==> src/rtl/dpi_stream_feeder.sv <==
// Sequencer feeding the per-category regex matcher bank: load_state, spaced chars, delayed eop.
// Optional DPI_FEEDER_STATS_EN adds wrapping pkt_cnt/byte_cnt outputs.
module dpi_stream_feeder #(
  parameter int NUM_CAT   = 16,
  parameter int LOAD_GAP  = 2,
  parameter int EOP_DELAY = 3
) (
  input  logic               clk,
  input  logic               rst,
  input  logic [7:0]         pkt_data,
  input  logic               pkt_vld,
  input  logic               pkt_sop,
  input  logic               pkt_eop,
  input  logic [5:0]         pkt_sid,
  output logic               pkt_ready,
  input  logic               cfg_we,
  input  logic [5:0]         cfg_addr,
  input  logic [NUM_CAT-1:0] cfg_mask,
  input  logic               clear_seen,
  output logic               load_state,
  output logic               new_stream_id,
  output logic [5:0]         stream_id,
  output logic [7:0]         char_in,
  output logic               char_in_vld,
  output logic               eop,
  output logic [NUM_CAT-1:0] enable,
  output logic               busy,
  output logic [15:0]        drop_cnt,
  output logic [2:0]         fsm_state
`ifdef DPI_FEEDER_STATS_EN
  ,
  output logic [31:0]        pkt_cnt,
  output logic [31:0]        byte_cnt
`endif
);

  // Handshake: a beat transfers on any cycle with pkt_vld && pkt_ready;
  // pkt_ready depends only on FSM state, never on pkt_vld.

  typedef enum logic [2:0] {
    S_IDLE   = 3'd0,
    S_LOAD   = 3'd1,
    S_GAP    = 3'd2,
    S_STREAM = 3'd3,
    S_DRAIN  = 3'd4,
    S_EOP    = 3'd5
  } state_t;

  localparam int CNT_MAX = (LOAD_GAP > EOP_DELAY) ? LOAD_GAP : EOP_DELAY;
  localparam int CW      = (CNT_MAX < 1) ? 1 : $clog2(CNT_MAX + 1);

  state_t               state, state_nxt;
  logic [CW-1:0]        cnt;
  logic [5:0]           sid_q;
  logic [7:0]           char_q;
  logic                 char_vld_q;
  logic                 last_q;
  logic [NUM_CAT-1:0]   enable_q;
  logic [63:0]          seen;
  logic [NUM_CAT-1:0]   mask_tbl [64];
  logic                 accept;

  assign accept    = pkt_vld && pkt_ready;
  assign fsm_state = state;

  always_ff @(posedge clk or posedge rst) begin
    if (rst) state <= S_IDLE;
    else     state <= state_nxt;
  end

  always_comb begin
    state_nxt = state;
    case (state)
      S_IDLE:   if (pkt_vld && pkt_sop) state_nxt = S_LOAD;
      S_LOAD:   state_nxt = (LOAD_GAP == 0) ? S_STREAM : S_GAP;
      S_GAP:    if (cnt == '0) state_nxt = S_STREAM;
      S_STREAM: if (char_vld_q && last_q) state_nxt = (EOP_DELAY == 0) ? S_EOP : S_DRAIN;
      S_DRAIN:  if (cnt == '0) state_nxt = S_EOP;
      S_EOP:    state_nxt = S_IDLE;
      default:  state_nxt = S_IDLE;
    endcase
  end

  // LOAD presents the live table entry; it is frozen into enable_q for the rest of the packet.
  always_comb begin
    pkt_ready     = 1'b0;
    load_state    = 1'b0;
    new_stream_id = 1'b0;
    stream_id     = '0;
    char_in       = '0;
    char_in_vld   = 1'b0;
    eop           = 1'b0;
    enable        = '0;
    busy          = (state != S_IDLE);
    case (state)
      S_IDLE:   pkt_ready = !rst;
      S_LOAD: begin
        load_state    = 1'b1;
        new_stream_id = !seen[sid_q];
        stream_id     = sid_q;
        enable        = mask_tbl[sid_q];
      end
      S_GAP: begin
        stream_id = sid_q;
        enable    = enable_q;
      end
      S_STREAM: begin
        pkt_ready   = !last_q;
        stream_id   = sid_q;
        enable      = enable_q;
        char_in     = char_q;
        char_in_vld = char_vld_q;
      end
      S_DRAIN: begin
        stream_id = sid_q;
        enable    = enable_q;
        char_in   = char_q;
      end
      S_EOP: begin
        eop       = 1'b1;
        stream_id = sid_q;
        enable    = enable_q;
        char_in   = char_q;
      end
      default: ;
    endcase
  end

  always_ff @(posedge clk or posedge rst) begin
    if (rst) begin
      cnt        <= '0;
      sid_q      <= '0;
      char_q     <= '0;
      char_vld_q <= 1'b0;
      last_q     <= 1'b0;
      enable_q   <= '0;
    end else begin
      case (state)
        S_IDLE: if (pkt_vld && pkt_sop) begin
          sid_q      <= pkt_sid;
          char_q     <= pkt_data;
          last_q     <= pkt_eop;
          char_vld_q <= 1'b1;
        end
        S_LOAD: begin
          enable_q <= mask_tbl[sid_q];
          cnt      <= CW'(LOAD_GAP - 1);
        end
        S_GAP: if (cnt != '0) cnt <= cnt - CW'(1);
        S_STREAM: begin
          char_vld_q <= accept;
          if (accept) begin
            char_q <= pkt_data;
            last_q <= pkt_eop;
          end
          if (char_vld_q && last_q) cnt <= CW'(EOP_DELAY - 1);
        end
        S_DRAIN: if (cnt != '0) cnt <= cnt - CW'(1);
        S_EOP: begin
          char_q   <= '0;
          last_q   <= 1'b0;
          enable_q <= '0;
        end
        default: ;
      endcase
    end
  end

  // A clear coinciding with the EOP set wins.
  always_ff @(posedge clk or posedge rst) begin
    if (rst)             seen <= '0;
    else if (clear_seen) seen <= '0;
    else if (state == S_EOP) seen[sid_q] <= 1'b1;
  end

  always_ff @(posedge clk or posedge rst) begin
    if (rst) begin
      for (int i = 0; i < 64; i++) mask_tbl[i] <= '0;
    end else if (cfg_we) begin
      mask_tbl[cfg_addr] <= cfg_mask;
    end
  end

  always_ff @(posedge clk or posedge rst) begin
    if (rst) drop_cnt <= '0;
    else if (state == S_IDLE && pkt_vld && !pkt_sop && drop_cnt != 16'hFFFF)
      drop_cnt <= drop_cnt + 16'd1;
  end

`ifdef DPI_FEEDER_STATS_EN
  always_ff @(posedge clk or posedge rst) begin
    if (rst) begin
      pkt_cnt  <= '0;
      byte_cnt <= '0;
    end else begin
      if (eop)         pkt_cnt  <= pkt_cnt + 32'd1;
      if (char_in_vld) byte_cnt <= byte_cnt + 32'd1;
    end
  end
`endif

endmodule
==> config.mk <==
export PLATFORM = sky130hd
export DESIGN_NAME = dpi_stream_feeder
export DESIGN_NICKNAME = d
export VERILOG_FILES = /design/src/rtl/dpi_stream_feeder.sv
export SDC_FILE = /design/constraint.sdc
export NUM_CORES = 2
export LEC_CHECK = 0
export ABC_AREA = 1
export BUFFER_PORTS_ARGS = -buffer_cell sky130_fd_sc_hd__buf_2
export CORE_MARGIN = 3
export CORE_UTILIZATION = 55
export CTS_BUF_LIST = sky130_fd_sc_hd__clkbuf_8
export CTS_CLUSTER_SIZE = 40
export DETAILED_ROUTE_END_ITERATION = 7
export PLACE_DENSITY = 0.69
export REMOVE_ABC_BUFFERS = 1
export SLEW_MARGIN = 20
export SYNTH_ARGS = -nofsm -noshare
export SYNTH_HDL_FRONTEND = slang
export SYNTH_SLANG_ARGS = --single-unit
==> constraint.sdc <==
create_clock -name clk -period 45.5 [get_ports clk]
set_input_delay 2.275 -clock clk [delete_from_list [all_inputs] [get_ports clk]]
set_output_delay 2.275 -clock clk [all_outputs]
set_load 0.01 [all_outputs]
==> metrics.txt <==
# TYPE chip_impl_metric gauge
chip_impl_metric{name="finalSetupViolCount",unit=""} 0
chip_impl_metric{name="final_cell_area",unit="µm²"} 59610
chip_impl_metric{name="worst-slew-pin-transition",unit="ns"} 1.172
chip_impl_metric{name="timing.final.max_slew_violations",unit=""} 0
chip_impl_info{name="cts_root_buffer",value="sky130_fd_sc_hd__clkbuf_8"} 1
chip_impl_metric{name="path_max_fanout",unit=""} 119
chip_impl_metric{name="route.detailed.wl_per_inst",unit="µm"} 18.14
chip_impl_metric{name="firstDrtPassIters",unit=""} 7
chip_impl_metric{name="hold_bufs_at_cts",unit=""} 0
chip_impl_info{name="most-common-layout-cells",value="2,636 x sky130_fd_sc_hd__nand2_1, 1,140 x sky130_fd_sc_hd__dfrtp_1, 1,138 x sky130_fd_sc_hd__o21ai_0"} 1
chip_impl_metric{name="post_synthesis_to_final_layout_area_growth",unit="%"} 8.623
chip_impl_metric{name="fin_worst_hold_slack",unit="ns"} 0.4762
chip_impl_metric{name="grt_pass1_vias",unit=""} 43490
chip_impl_metric{name="vias_per_cell",unit=""} 5.376
chip_impl_metric{name="achievable_frequency",unit="MHz"} 116.4
chip_impl_metric{name="drc_errors",unit=""} 0
chip_impl_metric{name="postPlaceCellArea",unit="µm²"} 55640
chip_impl_info{name="most_common_library_cell_in_the_layout_ignoring_fill_and_taps",value="sky130_fd_sc_hd__nand2_1"} 1
chip_impl_metric{name="avgSynthCellArea",unit="µm²"} 7.442
chip_impl_info{name="path_common_cell",value="sky130_fd_sc_hd__nand2_1"} 1
chip_impl_metric{name="grt_max_degree",unit=""} 183
chip_impl_metric{name="grt_usage",unit="%"} 30.73
chip_impl_metric{name="timing.slew.headroom",unit="%"} 21.70
chip_impl_metric{name="port-buffer-count",unit=""} 97
chip_impl_metric{name="clk_path_buf_depth",unit=""} 3
chip_impl_metric{name="clock_insertion_delay_worst_skew",unit="ns"} 0.86
chip_impl_metric{name="ctsResizeCount",unit=""} 0
chip_impl_metric{name="period_minus_slack",unit="ns"} 8.589
chip_impl_metric{name="drt_first_iter_violations",unit=""} 4687
chip_impl_metric{name="grt_overflow_total",unit=""} 0
chip_impl_metric{name="count_of_h_tree_levels_built_during_cts",unit=""} 4
chip_impl_metric{name="ys_ff_latch",unit=""} 1141
chip_impl_metric{name="detailedPlacementHpwl",unit="µm"} 91060
chip_impl_metric{name="rows",unit=""} 115
chip_impl_metric{name="synth.yosys.seq_area_share",unit="%"} 52.03
chip_impl_metric{name="number_of_failing_hold_endpoints_at_the_final_stage",unit=""} 0
chip_impl_metric{name="post_cts.repair.setup_buffers",unit=""} 0
chip_impl_metric{name="postRouteWirelength",unit="µm"} 157600
chip_impl_metric{name="max-vdd-ir-drop",unit="µV"} 64.54
chip_impl_metric{name="die_area",unit="µm²"} 103600
chip_impl_info{name="status",value="complete, no violations"} 1
chip_impl_metric{name="post-route-period-util",unit="%"} 18.88
chip_impl_metric{name="final_antenna_net_count",unit=""} 0
chip_impl_metric{name="cp_slowest_stage_delay",unit="ns"} 0.84
chip_impl_metric{name="routabilityCongestion",unit=""} 0.8554
chip_impl_info{name="worst_setup_path_start_kind",value="register"} 1
chip_impl_info{name="rsz0062_at_grt",value="no"} 1
chip_impl_metric{name="drv_cap",unit=""} 0
chip_impl_metric{name="drive_gt1_share",unit="%"} 8.125
chip_impl_metric{name="synthesis.yosys.warnings",unit=""} 0
chip_impl_metric{name="finalNonFillerCells",unit=""} 8688
chip_impl_metric{name="setup_total_negative_slack",unit="ns"} 0
chip_impl_info{name="path_class",value="reg2out"} 1
chip_impl_metric{name="grt_pass1_wl",unit="µm"} 249100
chip_impl_info{name="tritoncts_clock_tree",value="yes"} 1
chip_impl_metric{name="cellPowerDensity",unit="nW/µm²"} 54.05
chip_impl_metric{name="dp_cells",unit=""} 8344
chip_impl_metric{name="num-nets-final",unit=""} 7294
chip_impl_metric{name="clk_pin_slew",unit="ns"} 0.06
chip_impl_metric{name="core",unit="µm²"} 98710
chip_impl_metric{name="num_io_pins",unit=""} 98
chip_impl_info{name="hold_removal_path_class",value="reg2reg"} 1
chip_impl_metric{name="starting_density",unit="%"} 55.59
chip_impl_info{name="path_cells",value="inv_8 > buf_4 > buf_4 > buf_4 > nand2_1 > nand3_1 > nand2_1 > o21ai_0 > nand2_1 > nor2_1 > nand2_1 > nand2_1 > nand2_1 > buf_2"} 1
chip_impl_metric{name="vias",unit=""} 46710
chip_impl_info{name="timing.critical_path.to_type",value="output pin"} 1
chip_impl_metric{name="post_synth_instance_area",unit="µm²"} 54870
chip_impl_metric{name="clock-skew-final",unit="ns"} 0.03491
chip_impl_metric{name="antenna_found_initial",unit=""} 7
chip_impl_metric{name="critical_path_arrival",unit="ns"} 6.31
chip_impl_metric{name="cts.sink_count",unit=""} 1141
chip_impl_metric{name="postSynthCellCount",unit=""} 7374
chip_impl_metric{name="fin_util",unit="%"} 60.39
chip_impl_metric{name="die_w",unit="µm"} 321.9
chip_impl_metric{name="cp_data_required_time",unit="ns"} 43.22
chip_impl_metric{name="fp.dieH",unit="µm"} 321.9
chip_impl_metric{name="numCtsBuffers",unit=""} 190
chip_impl_info{name="cp_slowest_cell",value="sky130_fd_sc_hd__buf_4"} 1
chip_impl_metric{name="power_leakage",unit="nW"} 30.80
chip_impl_metric{name="netlist-cell-type-count",unit=""} 31
==> routing by layer <==
metal	track usage [%]	routed length, µm
met2	47.68	70600
met4	10.31	4719
met1	43.91	70340
met3	5.573	11930
met5	0	24
==> final cells by class <==
class,instances,area (µm²)
clock buffers,245,3372
multi-input cells,4704,20470
diodes,4,10.01
well taps,1287,1610
flip-flops and latches,1141,28560
fillers,9198,39100
clock inverters,95,506.7
repair buffers,183,1201
inverters,1029,3880
==> critical path: cells and delay by family (launching register included) <==
kind,cells,cell delay [ns]
AO/OA/AOI/OAI,1,0.50
buffers and inverters,5,3.07
flip-flops,1,0.73
AND/OR/NAND/NOR,8,0.98
==> worst paths after layout <==
path | startpoint | endpoint | slack, ns | depth (start not counted)
min in group asynchronous | rst | drop_cnt[15]$_DFFE_PP0P_ | 1.59 | 2
hold reg to reg | mask_tbl[853]$_DFFE_PP0P_ | mask_tbl[853]$_DFFE_PP0P_ | 0.48 | 2
hold / removal | mask_tbl[853]$_DFFE_PP0P_ | mask_tbl[853]$_DFFE_PP0P_ | 0.48 | 2
setup reg to reg | sid_q[0]$_DFFE_PP0P_ | enable_q[2]$_DFFE_PP0P_ | 40.13 | 13
setup / recovery | sid_q[0]$_DFFE_PP0P_ | enable[2] | 36.91 | 14
max in group asynchronous | rst | mask_tbl[944]$_DFFE_PP0P_ | 40.50 | 5
==> flip-flops by register name, indices dropped and copies added (netlist names) <==
| register | cells |
|---|---|
| char_q | 8 |
| char_vld_q | 1 |
| cnt | 2 |
| drop_cnt | 16 |
| enable_q | 16 |
| fsm_state | 3 |
| last_q | 1 |
| mask_tbl | 1024 |
| seen | 64 |
| sid_q | 6 |
==> logic make-up (layout without fill, tap and decap cells) <==
group,after synthesis,in the layout,share of synthesized area (%)
AOI/OAI and AO/OA,1299,1299,11.94
xor gates and xnor gates,14,14,0.2235
adders and majority gates,2,2,0.04560
buffers and inverters,1529,1552,10.83
DFF,1141,1141,52.03
other,0,4,0
and+or+nand+nor,3389,3389,24.93
==> power breakdown <==
group / switching [mW] / internal [mW]
Sequential: 0.0867 / 1.15
Clock: 0.424 / 0.493
Combinational: 0.765 / 0.304
==> Yosys cell counts <==
cell type,number,area (µm²)
sky130_fd_sc_hd__buf_2,144,720.7
sky130_fd_sc_hd__ha_1,2,25.02
sky130_fd_sc_hd__nor4_4,1,21.27
sky130_fd_sc_hd__nand3b_1,2,15.01
sky130_fd_sc_hd__xor2_1,8,70.07
sky130_fd_sc_hd__inv_2,7,26.28
sky130_fd_sc_hd__buf_1,18,67.56
sky130_fd_sc_hd__nor3_4,7,113.9
sky130_fd_sc_hd__dfrtp_1,1141,28550
sky130_fd_sc_hd__nor4_2,2,25.02
sky130_fd_sc_hd__o21ai_1,64,320.3
sky130_fd_sc_hd__nand4_1,4,25.02
sky130_fd_sc_hd__nor2_4,1,11.26
sky130_fd_sc_hd__a21oi_1,75,375.4
sky130_fd_sc_hd__nand2_1,2658,9977
sky130_fd_sc_hd__nand3_1,492,2462
sky130_fd_sc_hd__o211ai_1,18,135.1
sky130_fd_sc_hd__nor2_1,135,506.7
sky130_fd_sc_hd__and2_1,1,6.260
sky130_fd_sc_hd__nor3_1,18,90.09
sky130_fd_sc_hd__buf_4,4,30.03
sky130_fd_sc_hd__inv_1,1005,3772
sky130_fd_sc_hd__o22ai_1,3,18.77
sky130_fd_sc_hd__or2_2,64,400.4
sky130_fd_sc_hd__nor2_2,4,25.02
sky130_fd_sc_hd__a22oi_1,1,7.510
sky130_fd_sc_hd__clkinv_1,17,63.81
sky130_fd_sc_hd__xnor2_1,6,52.55
sky130_fd_sc_hd__buf_6,1,11.26
sky130_fd_sc_hd__clkbuf_1,333,1250
sky130_fd_sc_hd__o21ai_0,1138,5695
==> stage by stage <==
| stage | worst slack (ns) | power, mW |
|---|---|---|
| after detailed placement | 37.93 | 2.308 |
| after floorplan | 11.09 | 2.139 |
| final | 36.91 | 3.222 |
| after global placement | 37.93 | 2.292 |
| after global routing | 36.65 | 3.424 |
| after CTS | 36.97 | 3.226 |
Note: power is estimated with default switching activity, not from simulation.
